$ cat src/rtl/clk_div_pkg.sv
// Shared definitions for the 50%-duty divide-by-N clock generator.
// DIV1_BYPASS_EN widens the legal divisor range down to 1.
package clk_div_pkg;

  localparam logic [1:0] IDLE  = 2'd0;
  localparam logic [1:0] RUN   = 2'd1;
  localparam logic [1:0] DRAIN = 2'd2;

`ifdef DIV1_BYPASS_EN
  localparam int unsigned DIV_MIN = 1;
`else
  localparam int unsigned DIV_MIN = 2;
`endif

  function automatic logic div_legal(input int unsigned val);
    return val >= DIV_MIN;
  endfunction

endpackage

$ cat src/rtl/clk_divn_50dc_if.sv
// Control/status bundle of the divider: run request, divisor load and outputs.
interface clk_divn_50dc_if #(
  parameter int DIV_W = 8
);
  logic             en;
  logic [DIV_W-1:0] div_val;
  logic             div_load;
  logic             div_ack;
  logic             div_err;
  logic             tick;
  logic             clk_out;

  modport master (
    output en, div_val, div_load,
    input  div_ack, div_err, tick, clk_out
  );

  modport slave (
    input  en, div_val, div_load,
    output div_ack, div_err, tick, clk_out
  );
endinterface

$ cat src/rtl/clk_div_half_ext.sv
// Negedge half-cycle extension for odd divisors; with DIV1_BYPASS_EN also
// gates clk through a negedge-registered run flag for N=1.
module clk_div_half_ext (
  input  logic clk,
  input  logic reset_L,
  input  logic pos_q,
  input  logic odd,
`ifdef DIV1_BYPASS_EN
  input  logic bypass,
`endif
  output logic clk_out
);

  logic neg_q;

  always_ff @(negedge clk or negedge reset_L) begin
    if (!reset_L) neg_q <= 1'b0;
    else          neg_q <= odd & pos_q;
  end

`ifdef DIV1_BYPASS_EN
  logic byp_q;

  // Flag only changes while clk is low, so the gated clock cannot glitch.
  always_ff @(negedge clk or negedge reset_L) begin
    if (!reset_L) byp_q <= 1'b0;
    else          byp_q <= bypass;
  end

  assign clk_out = pos_q | neg_q | (clk & byp_q);
`else
  assign clk_out = pos_q | neg_q;
`endif

endmodule

$ cat src/rtl/clk_divn_50dc.sv
// Divide-by-N clock generator with 50% duty, glitch-free divisor updates
// at period wrap, and optional N=1 pass-through (DIV1_BYPASS_EN).
module clk_divn_50dc
  import clk_div_pkg::*;
#(
  parameter int DIV_W   = 8,
  parameter int DIV_RST = 5
) (
  input  logic           clk,
  input  logic           reset_L,
  clk_divn_50dc_if.slave bus
);

  localparam logic [DIV_W-1:0] ONE = DIV_W'(1);

  logic [1:0]       state, state_nxt;
  logic [DIV_W-1:0] cnt, cnt_nxt;
  logic [DIV_W-1:0] div_cur, div_nxt, div_pend, half_nxt;
  logic             pend_vld;
  logic             pos_q, pos_nxt;
  logic             ack_q, err_q;
  logic             running, wrap, apply, load_legal;

  assign running    = (state != IDLE);
  assign wrap       = running && (cnt == div_cur - ONE);
  assign apply      = pend_vld && (!running || wrap);
  assign load_legal = div_legal(32'(bus.div_val));

  always_comb begin
    state_nxt = state;
    cnt_nxt   = cnt;
    case (state)
      IDLE: begin
        if (bus.en) state_nxt = RUN;
      end
      default: begin
        if (wrap) begin
          cnt_nxt   = '0;
          state_nxt = bus.en ? RUN : IDLE;
        end else begin
          cnt_nxt   = cnt + ONE;
          state_nxt = bus.en ? RUN : DRAIN;
        end
      end
    endcase
  end

  // pos_q is computed from next-state values so it lines up with cnt.
  assign div_nxt  = apply ? div_pend : div_cur;
  assign half_nxt = div_nxt >> 1;
  assign pos_nxt  = (state_nxt != IDLE) && (cnt_nxt < half_nxt);

  always_ff @(posedge clk or negedge reset_L) begin
    if (!reset_L) begin
      state    <= IDLE;
      cnt      <= '0;
      div_cur  <= DIV_W'(DIV_RST);
      div_pend <= '0;
      pend_vld <= 1'b0;
      pos_q    <= 1'b0;
      ack_q    <= 1'b0;
      err_q    <= 1'b0;
    end else begin
      state   <= state_nxt;
      cnt     <= cnt_nxt;
      div_cur <= div_nxt;
      pos_q   <= pos_nxt;
      ack_q   <= apply;
      err_q   <= bus.div_load && !load_legal;
      if (bus.div_load && load_legal) begin
        div_pend <= bus.div_val;
        pend_vld <= 1'b1;
      end else if (apply) begin
        pend_vld <= 1'b0;
      end
    end
  end

`ifdef DIV1_BYPASS_EN
  logic bypass;
  assign bypass = running && (div_cur == ONE);
`endif

  logic clk_mix;

  clk_div_half_ext u_half_ext (
    .clk     (clk),
    .reset_L (reset_L),
    .pos_q   (pos_q),
    .odd     (div_cur[0]),
`ifdef DIV1_BYPASS_EN
    .bypass  (bypass),
`endif
    .clk_out (clk_mix)
  );

  assign bus.clk_out = clk_mix;
  assign bus.div_ack = ack_q;
  assign bus.div_err = err_q;
  assign bus.tick    = (state == RUN) && (cnt == '0);

endmodule

$ cat src/flat_wrapper.sv
// flat-port wrapper written by rule: the top's interface ports become plain ports
module clk_divn_50dc_flat import clk_div_pkg::*;
#(
  parameter int DIV_W   = 8,
  parameter int DIV_RST = 5
)
  (clk, reset_L, bus_en, bus_div_val, bus_div_load, bus_div_ack, bus_div_err, bus_tick, bus_clk_out);
  clk_divn_50dc_if #(.DIV_W(DIV_W)) bus_i ();
  input  logic clk;
  input  logic reset_L;
  input wire logic [$bits(bus_i.en)-1:0] bus_en;
  input wire logic [$bits(bus_i.div_val)-1:0] bus_div_val;
  input wire logic [$bits(bus_i.div_load)-1:0] bus_div_load;
  output wire logic [$bits(bus_i.div_ack)-1:0] bus_div_ack;
  output wire logic [$bits(bus_i.div_err)-1:0] bus_div_err;
  output wire logic [$bits(bus_i.tick)-1:0] bus_tick;
  output wire logic [$bits(bus_i.clk_out)-1:0] bus_clk_out;
  assign bus_i.en = bus_en;
  assign bus_i.div_val = bus_div_val;
  assign bus_i.div_load = bus_div_load;
  assign bus_div_ack = bus_i.div_ack;
  assign bus_div_err = bus_i.div_err;
  assign bus_tick = bus_i.tick;
  assign bus_clk_out = bus_i.clk_out;
  clk_divn_50dc #(.DIV_W(DIV_W), .DIV_RST(DIV_RST)) u_core (.clk(clk), .reset_L(reset_L), .bus(bus_i));
endmodule
$ cat config.mk
export PLATFORM = sky130hd
export DESIGN_NAME = clk_divn_50dc_flat
export DESIGN_NICKNAME = d
export VERILOG_FILES = /design/src/rtl/clk_div_pkg.sv /design/src/rtl/clk_divn_50dc_if.sv /design/src/rtl/clk_div_half_ext.sv /design/src/rtl/clk_divn_50dc.sv /design/src/flat_wrapper.sv
export SDC_FILE = /design/constraint.sdc
export NUM_CORES = 1
export LEC_CHECK = 0
export ABC_AREA = 1
export CAP_MARGIN = 20
export CORE_ASPECT_RATIO = 0.75
export CORE_MARGIN = 1
export CORE_UTILIZATION = 46
export DETAILED_ROUTE_END_ITERATION = 16
export GPL_TIMING_DRIVEN = 0
export PLACE_DENSITY = 0.66
export REMOVE_ABC_BUFFERS = 1
export SLEW_MARGIN = 20
export SYNTH_ARGS = -nofsm -noshare
export SYNTH_HDL_FRONTEND = slang
export SYNTH_SLANG_ARGS = --single-unit
$ cat constraint.sdc
create_clock -name clk -period 3.85 [get_ports clk]
set_input_delay 1.155 -clock clk [delete_from_list [all_inputs] [get_ports clk]]
set_output_delay 1.155 -clock clk [all_outputs]
set_load 0.02 [all_outputs]
After elaboration in Yosys (flattened, before gate mapping) --
Cells that the tools add are included.
Cells by class: mux-type cells 10, add/subtract/negate cells 2, bitwise operators 2, order comparisons 2, equality and inequality tests 2, reduce and logical (&&, ||, !) cells 14
Operators by type and width (number):
- 2-to-1 mux 8 bit | 3
- adder 8 x 1 -> 8 bit (second input constant) | 1
- equality test 8 bit | 1
- greater-or-equal comparator 8 x 2 -> 1 bit (second input constant) | 1
- logical NOT 8 bit | 1
- < comparator 8 x 7 -> 1 bit | 1
- 2-to-1 mux 2 bit | 4
- subtractor 8 x 1 -> 8 bit (second input constant) | 1
- logical AND 1 bit | 6
- nonzero test 2 bit | 3
- 2-to-1 mux 1 bit | 3
- equality test 2 x 1 -> 1 bit (second input constant) | 1
- logical NOT 1 bit | 2
- logical NOT 2 bit | 1
- AND 1 bit | 1
- logical OR 1 bit | 1
- bitwise OR 1 bit | 1
Storage, ports and cells: word-level logic and storage cells 42, bits in registers 31, input bits 12

Depth between registers and ports, before layout --
word-level depth 8, mapped depth 19, gate-level depth less buffers 19

Cells and area by module --
A second synthesis with hierarchy kept.
Second synthesis, totals: cells, all modules 221, area, all modules 1795.5 µm²
Modules (own cells, without submodules):
- clk_divn_50dc | seq. area each 753.2 µm², cells an instance 215, area an instance 1751.7 µm², instances 1
- clk_div_half_ext | seq. area each 25.0 µm², cells an instance 6, area an instance 43.8 µm², instances 1

==> flow_metrics.env <==
export IMPL_status="finished, violations left"
export IMPL_failed_checks="negative setup slack"
export IMPL_fin_nets=264
export IMPL_slew_viol_final=0
export IMPL_ys_types=31
export IMPL_drive_above_1_share=0.172
export IMPL_cts_sinks=31
export IMPL_cts_tree="built"
export IMPL_io_pins=16
export IMPL_cp_start_kind="flip-flop"
export IMPL_worst_slew_pin_slew_ns=0.650
export IMPL_p_total_mw=1.24
export IMPL_grt_pass1_wl_um=5970
export IMPL_slew_headroom=0.567
export IMPL_syn_area_um2=1810
export IMPL_p_leak_nw=1.08
export IMPL_port_buffers=15
export IMPL_place_gp_congestion=0.774
export IMPL_place_area_um2=2010
export IMPL_overflow=0
export IMPL_yosysWarnings=0
export IMPL_synth_ff_type="dfrtp_1"
export IMPL_path_cells="or2_4, buf_6"
export IMPL_netlist_instances=223
export IMPL_n_antenna_cell=0
export IMPL_dp_cells=288
export IMPL_drt_vias_per_instance=4.60
export IMPL_cts_made_buffers=5
export IMPL_antenna_found_initial=0
export IMPL_dp_hpwl_um=2640
export IMPL_rsz0062_at_grt="yes"
export IMPL_cp_data_required_time_ns=2.69
export IMPL_num_rows=19
export IMPL_finalHoldViolCount=0
export IMPL_crit_buf_inv=1
export IMPL_setup_viol=1
export IMPL_ys_seq_area_frac=0.430
export IMPL_synthArstFlopShare=1.00
export IMPL_coreArea_um2=3710
export IMPL_crit_fanout=1
export IMPL_dieArea_um2=4190
export IMPL_power_density_nw_per_um2=584
export IMPL_wl_met3_um=81
export IMPL_grt_pass1_vias=1288
export IMPL_clock_path_buffers=2
export IMPL_crit_path_top_delay_cell="dfrtn_1"
export IMPL_fin_skew_ns=0.0107
export IMPL_routed_wl_um=3360
export IMPL_ys_ff_latch=31
export IMPL_ant_nets=0
export IMPL_whs_ns=0.482
export IMPL_dieWidth_um=74.4
export IMPL_synth_edf_count=0
export IMPL_dr_total_vias=1363
export IMPL_drv_cap=0
export IMPL_wl_met1_um=1700
export IMPL_slowest_delay_ns=0.32
export IMPL_hp_class="flip-flop to flip-flop"
export IMPL_drt_iter0_markers=83
export IMPL_arrival_ns=2.88
export IMPL_top_layer_used="met4"
export IMPL_final_instance_count_excl_fill=296
export IMPL_wl_met2_um=1530
export IMPL_drc=0
export IMPL_die_h_um=56.3
export IMPL_start_util=0.488
export IMPL_cts_root_buffer="clkbuf_8"
export IMPL_crit_path_start="u_core.u_half_ext.neg_q"
export IMPL_crit_type="flip-flop to primary output"
export IMPL_track_usage=0.195
export IMPL_crit_family="flip-flops"
export IMPL_reg2reg_from="u_core.div_cur[0]"
export IMPL_post_cts_buffers=0
export IMPL_htreeDepth=2
export IMPL_clk_pin_slew_ns=0.06
export IMPL_wl_per_cell_um=11.3
export IMPL_peakVddDrop_v=0.000314
export IMPL_design_area_um2=2120
export IMPL_worst_slack_ns=-0.180
export IMPL_clk_latency_ns=0.28
export IMPL_hold_start="u_core.div_pend[3]"
export IMPL_firstDrtPassIters=4
export IMPL_avgSynthCellArea_um2=8.11
export IMPL_end_kind="primary output"
export IMPL_area_delta_synth_final_pct=16.9
export IMPL_grt_max_degree=32
worst reg2reg max path: cells and delay by family, from the launching register on:
kind	cells	cell delay, ns
buf+inv	2	0.16
fa+ha+maj	2	0.61
compound gates	4	0.58
simple gates	9	0.97
flops	1	0.54
flip-flops by register name (all words and copies together), names as in the netlist:
name / cells
u_core.pend_vld: 1
u_core.state: 2
u_core.bus.div_ack: 1
u_core.div_pend: 8
u_core.bus.div_err: 1
u_core.pos_q: 1
u_core.div_cur: 8
u_core.u_half_ext.neg_q: 1
u_core.cnt: 8
final cells by class:
class                   count  area [µm²]
clock buffers               8         100
inverters                  38         156
repair buffers             15         146
fillers                   377        1590
flip-flops and latches     31         778
well taps                  52        65.1
multi-input cells         152         870
where the power goes:
group          internal [mW]  total, mW  switching, mW
combinational          0.200      0.479          0.279
sequential             0.402      0.485         0.0829
clock                  0.163      0.271          0.109
total                  0.765       1.24          0.471
timing repair:
action / 4_1_cts / 5_1_grt
resized for setup: 7 / 0
pin swaps: 0 / 0
hold buffers: 0 / 0
endpoints found under the setup margin: 1 / 1
final timing paths:
path	slack (ns)	depth (start not counted)	endpoint
max in group asynchronous	0.69	1	u_core.u_half_ext.neg_q
hold / removal	0.48	2	u_core.div_pend[3]
hold reg to reg	0.48	2	u_core.div_pend[3]
min in group asynchronous	0.90	1	u_core.cnt[7]
setup reg to reg	0.90	17	u_core.pos_q
setup / recovery	-0.18	2	bus_clk_out
per-stage QoR:
step	setup WS, ns	utilization	TNS, ns
3_3_place_gp	-0.742	0.544	-1.06
5_1_grt	-0.207	0.571	-0.207
3_5_place_dp	-0.329	0.543	-0.329
2_1_floorplan	0.149	-	0
4_1_cts	-0.189	0.571	-0.189
6_report	-0.180	0.571	-0.180
cells in the mapped netlist, types with 3 or more instances:
cell,count,share of area
mux2_2,5,0.031
xor2_1,5,0.024
nand2_1,56,0.12
nand4_1,3,0.010
o21ai_2,6,0.029
or2_2,9,0.031
inv_1,34,0.071
nor2_1,23,0.048
inv_2,3,0.0062
o21ai_0,5,0.014
nand3_1,12,0.033
ha_1,9,0.062
dfrtp_1,28,0.39
routing by layer:
metal	GRT usage	vias to the layer above
met5	0	-
met4	0.0809	0
met3	0.0377	5
met2	0.293	19
met1	0.276	604
li1	-	735
cells in the final DEF (no fill, tap or decap), drive strengths merged:
cell type	instances
or2	10
bufinv	1
a31oi	1
and2	1
xor2	5
nor3	1
mux2	5
clkdlybuf4s50	13
dfstp	2
inv	37
nor4	2
nand4	3
nand2	57
nor2	25
ha	9
dfrtn	1
dfrtp	28
nand3	14
o21ai	13
xnor2	2
buf	2
nor3b	1
a21oi	3
clkbuf	8
cell families after synthesis:
family / after synthesis / share of synthesized area
AND/OR/NAND/NOR: 114 / 0.284
buffers and inverters: 40 / 0.0906
flip-flops: 31 / 0.430
AO/OA/AOI/OAI: 17 / 0.0685
adder cells (fa/ha/maj): 9 / 0.0622
XOR/XNOR: 7 / 0.0339
multiplexers: 5 / 0.0311
(Power assumes the default switching activity.)
